`config.mk`:
```
export PLATFORM = sky130hd
export DESIGN_NAME = ssd_scan_ctrl
export DESIGN_NICKNAME = d
export VERILOG_FILES = /design/src/rtl/lz_blank_mask.sv /design/src/rtl/ssd_scan_ctrl.sv
export SDC_FILE = /design/constraint.sdc
export NUM_CORES = 1
export LEC_CHECK = 0
export ABC_CLOCK_PERIOD_IN_PS = 2600
export CAP_MARGIN = 25
export CORE_MARGIN = 4
export CORE_UTILIZATION = 52
export DETAILED_ROUTE_END_ITERATION = 10
export GPL_TIMING_DRIVEN = 1
export PLACE_DENSITY_LB_ADDON = 0.08
export RECOVER_POWER = 50
export SLEW_MARGIN = 40
export SYNTH_ARGS = -nofsm -noshare
export SYNTH_HDL_FRONTEND = slang
export SYNTH_SLANG_ARGS = --single-unit
```
`constraint.sdc`:
```
create_clock -name clk -period 2.6 [get_ports clk]
set_clock_uncertainty 0.05 [all_clocks]
set_input_delay 0.52 -clock clk [delete_from_list [all_inputs] [get_ports clk]]
set_output_delay 0.52 -clock clk [all_outputs]
set_load 0.005 [all_outputs]
```
`src/rtl/lz_blank_mask.sv`:
```
// rtl/lz_blank_mask.sv - leading-zero blank mask for the scanned display value
// Digit 0 is never blanked so an all-zero value still shows a single 0.

module lz_blank_mask #(
  parameter int NUM_DIGITS = 4
) (
  input  logic [4*NUM_DIGITS-1:0] disp,
  input  logic                    blank_lz,
  output logic [NUM_DIGITS-1:0]   blank
);

  logic zero_run;

  // Walk from the most significant digit down; a digit is blanked while
  // every nibble from it upwards is zero.
  always_comb begin
    blank    = '0;
    zero_run = 1'b1;
    for (int i = NUM_DIGITS - 1; i >= 1; i--) begin
      zero_run = zero_run & (disp[4*i +: 4] == 4'h0);
      blank[i] = blank_lz & zero_run;
    end
  end

endmodule

```
`src/rtl/ssd_scan_ctrl.sv`:
```
// rtl/ssd_scan_ctrl.sv - multiplexed seven-segment scan controller
// Tear-free display register with guard-blanked digit rotation; digit_code feeds an external decoder.

module ssd_scan_ctrl #(
  parameter int NUM_DIGITS   = 4,
  parameter int SHOW_CYCLES  = 50000,
  parameter int GUARD_CYCLES = 500
) (
  input  logic                    clk,
  input  logic                    rst,
  input  logic                    load,
  input  logic [4*NUM_DIGITS-1:0] value,
  input  logic                    blank_lz,
  output logic                    ready,
  output logic [3:0]              digit_code,
  output logic [NUM_DIGITS-1:0]   digit_sel,
  output logic                    frame_done
);

  localparam int MAXC = (SHOW_CYCLES > GUARD_CYCLES) ? SHOW_CYCLES : GUARD_CYCLES;
  localparam int CW   = (MAXC > 1) ? $clog2(MAXC) : 1;
  localparam int IW   = $clog2(NUM_DIGITS);

  localparam logic GUARD = 1'b0;
  localparam logic SHOW  = 1'b1;

  localparam logic [CW-1:0] G_LAST   = CW'(GUARD_CYCLES - 1);
  localparam logic [CW-1:0] S_LAST   = CW'(SHOW_CYCLES - 1);
  localparam logic [IW-1:0] LAST_IDX = IW'(NUM_DIGITS - 1);

  logic [4*NUM_DIGITS-1:0] disp;
  logic [4*NUM_DIGITS-1:0] shadow;
  logic                    pending;
  logic [IW-1:0]           idx;
  logic [CW-1:0]           cnt;
  logic                    state;

  logic [NUM_DIGITS-1:0]   blank;
  logic [3:0]              cur_nib;
  logic                    cur_blank;
  logic [NUM_DIGITS-1:0]   sel_n;
  logic                    frame_end;
  logic                    accept;

  assign ready  = !pending;
  assign accept = load && !pending;

  lz_blank_mask #(
    .NUM_DIGITS(NUM_DIGITS)
  ) u_lz_blank_mask (
    .disp     (disp),
    .blank_lz (blank_lz),
    .blank    (blank)
  );

  always_comb begin
    cur_nib   = 4'h0;
    cur_blank = 1'b0;
    for (int i = 0; i < NUM_DIGITS; i++) begin
      if (idx == i[IW-1:0]) begin
        cur_nib   = disp[4*i +: 4];
        cur_blank = blank[i];
      end
    end
  end

  always_comb begin
    sel_n = '1;
    for (int i = 0; i < NUM_DIGITS; i++) begin
      if (state == SHOW && idx == i[IW-1:0] && !cur_blank) begin
        sel_n[i] = 1'b0;
      end
    end
  end

  assign frame_end = (state == SHOW) && (cnt == S_LAST) && (idx == LAST_IDX);

  always_ff @(posedge clk) begin
    if (rst) begin
      disp       <= '0;
      shadow     <= '0;
      pending    <= 1'b0;
      idx        <= '0;
      cnt        <= '0;
      state      <= GUARD;
      digit_code <= 4'h0;
      digit_sel  <= '1;
      frame_done <= 1'b0;
    end else begin
      digit_code <= cur_nib;
      digit_sel  <= sel_n;
      frame_done <= frame_end;

      if (state == GUARD) begin
        if (cnt == G_LAST) begin
          state <= SHOW;
          cnt   <= '0;
        end else begin
          cnt <= cnt + 1'b1;
        end
      end else begin
        if (cnt == S_LAST) begin
          state <= GUARD;
          cnt   <= '0;
          idx   <= (idx == LAST_IDX) ? '0 : idx + 1'b1;
        end else begin
          cnt <= cnt + 1'b1;
        end
      end

      // Commit needs pending=1 and accept needs pending=0, so they never collide.
      if (frame_end && pending) begin
        disp    <= shadow;
        pending <= 1'b0;
      end
      if (accept) begin
        shadow  <= value;
        pending <= 1'b1;
      end
    end
  end

endmodule

```
==> impl_metrics.tcl <==
set metrics [dict create \
    status "finished, final reports clean" \
    clk_path_buf_depth 2 \
    cp_slowest_cell "or4_4" \
    multi_input_area_um2 1192 \
    ys_types 34 \
    ant_nets 0 \
    worst-path-max-fanout 21 \
    slowest_delay_ns 0.67 \
    netlist_instances 302 \
    placed_area_um2 2859 \
    routabilityCongestion 0.8059 \
    worstSkewPairLatency_ns 0.33 \
    io_pins 30 \
    initial_core_util_pct 53.46 \
    cts_tree "done" \
    drt_iter0_drc 130 \
    r2r_start "cnt[12]$_SDFF_PP0_" \
    worstRegToRegCells 4 \
    grt_pass1_vias 1934 \
    vias_per_cell 5.345 \
    endpoint_kind "flip-flop" \
    clk_pin_slew_ns 0.06 \
    setup_viol 0 \
    fmax_ghz 0.4490 \
    hold_end "cnt[0]$_SDFF_PP0_" \
    core_area_um2 4723 \
    netlist_top_cells_area "dfxtp_1, a21oi_1, nand2_1" \
    ir_drop_uv 312.4 \
    arrival_ns 2.44 \
    fp.dieW_um 77.68 \
    hold_class "reg2reg" \
    die_h_um 77.68 \
    htree_num_levels 3 \
    first_pass_iters 4 \
    clockRootBuffer "clkbuf_8" \
    dr_total_vias 2138 \
    grt_pass1_wl_um 9156 \
    power.density_nw_per_um2 586.7 \
    maxCapViolCount 0 \
    grt.overflow.total 0 \
    seqCellArea_um2 1221 \
    post-route-period-util_pct 85.66 \
    cp_cell_sequence "or4_1, or4_4, or3_1, a21oi_1" \
    track_usage_pct 19.13 \
    dp_hpwl_um 3650 \
    async_reset_ff_share_pct 0 \
    worstHoldStart "cnt[0]$_SDFF_PP0_" \
    cts_setup_buffers 0 \
    grt_max_degree 41 \
    crit_type "reg2reg" \
    wl_per_cell_um 12.88 \
    hold_buffers 0 \
    yosys_register_bits 61 \
    synth_top_area_cell "dfxtp_1" \
    critPathLaunchType "flip-flop" \
    rr_endpoint "idx[0]$_SDFFE_PP0P_" \
    synth.most_common_cell "dfxtp_1" \
    ys_top_cells_by_count "dfxtp_1, nand2_1, a21oi_1" \
    fillers 401 \
    rows 25 \
    relSlewSlack_pct 65.08 \
    critPathBufInv 0 \
    r2r_slack_ns 0.37 \
    crit_family "simple AND/OR/NAND/NOR gates" \
    syn-cell-area_um2 2525 \
    ctsResizeCount 0 \
    io_buffers 29 \
    avgSynthCellArea_um2 8.361 \
    whs_ns 0.4018 \
    ys.warnings.count 0 \
    area.growth.synth_to_final_pct 20.02 \
    synth_top_cell_area_share_pct 48.36 \
    synth_edf_count 0 \
    fin_area_um2 3030 \
    setup_ws_ns 0.3729 \
    slew_viol_final 0 \
    place_ws_ns 0.3815 \
    insertedDiodeCount 0 \
    setup_tns_ns 0 \
    crit_required_ns 2.81 \
    synthesis.nets 327 \
    drc 0 \
    nNetsFinal 353 \
    die-area_um2 6034 \
    synth_ff_type "dfxtp_1" \
    hold_viol 0 \
    ys_seq_area_share_pct 48.36 \
    min_period_ns 2.227 \
    cts.sinks 61 \
    drive_above_1_share_pct 6.607 \
    p_leak_nw 1.067 \
    numCtsBuffers 9 \
    holdPathStages 1 \
    wl_um 5152 \
    antenna_found_initial 0 \
    rsz0062_at_grt "no" \
    tightest_slew_ns 0.5225 \
]
==> worst register-to-register path, delay by kind of cell, from the launching register on <==
family / cells / cell delay (ns)
DFF: 1 / 0.34
and+or+nand+nor: 3 / 1.63
AOI/OAI and AO/OA: 1 / 0.14
==> metal layers <==
layer	GRT usage [%]	share of wire (%)	vias up
met2	24.83	41	53
met4	9.964	1.7	0
met1	28.74	53	970
li1	-	-	1106
met3	4.524	4.3	9
met5	0	0	-
==> kinds of logic (layout without fill, tap and decap cells) <==
kind of cell / after synthesis / count (layout) / share of synthesized area, %
and+or+nand+nor: 123 / 123 / 24.58
AOI/OAI and AO/OA: 73 / 73 / 16.01
DFF: 61 / 61 / 48.36
buffers and inverters: 28 / 59 / 4.410
xor gates and xnor gates: 12 / 12 / 4.163
adders and majority gates: 5 / 5 / 2.478
==> layout by cell type (no fill, tap or decap), drive strengths merged, types with 5 or more instances in the layout <==
cell type / n
ha: 5
dfxtp: 61
xor2: 8
a21oi: 42
inv: 9
dlygate4sd3: 12
nor4: 5
o21ai: 18
nand2: 48
buf: 5
clkbuf: 15
nand4: 5
nor2: 19
nand3: 20
clkdlybuf4s50: 17
==> final cells by class <==
cell class | count | share of cell area, %
repair buffers | 34 | 10.82
well taps | 67 | 2.766
flip-flops and latches | 61 | 40.30
clock inverters | 1 | 0.1652
clock buffers | 15 | 5.491
multi-input cells | 213 | 39.35
inverters | 9 | 1.115
==> worst max path at each step <==
| stage | from | to | slack (ns) | cells after the start |
|---|---|---|---|---|
| global route | cnt[0]$_SDFF_PP0_ | cnt[3]$_SDFF_PP0_ | 0.29 | 6 |
| CTS | cnt[0]$_SDFF_PP0_ | cnt[7]$_SDFF_PP0_ | 0.37 | 6 |
| detailed placement | cnt[0]$_SDFF_PP0_ | cnt[7]$_SDFF_PP0_ | 0.38 | 6 |
| floorplan | cnt[12]$_SDFF_PP0_ | idx[0]$_SDFFE_PP0P_ | 0.45 | 6 |
| global placement | cnt[12]$_SDFF_PP0_ | idx[0]$_SDFFE_PP0P_ | 0.44 | 4 |
| finish | cnt[12]$_SDFF_PP0_ | idx[0]$_SDFFE_PP0P_ | 0.37 | 4 |
==> through the flow <==
step	utilization [%]	std cells	total power, mW
2_1_floorplan	-	302	1.030
3_3_place_gp	60.53	384	1.073
3_5_place_dp	60.53	384	1.076
4_1_cts	64.16	400	1.800
5_1_grt	64.16	400	1.874
6_report	64.16	400	1.778
==> registers in the layout, summed over array words and instances (netlist names) <==
name        cells
state           1
shadow         16
idx             2
disp           16
pending         1
digit_code      4
digit_sel       4
cnt            16
frame_done      1
==> power breakdown <==
group	switching [mW]	leakage, nW	internal, mW
Clock	0.327	0.0877	0.398
Combinational	0.0425	0.485	0.0446
Sequential	0.0123	0.495	0.954
Total	0.381	1.07	1.40
(Power assumes the default switching activity.)
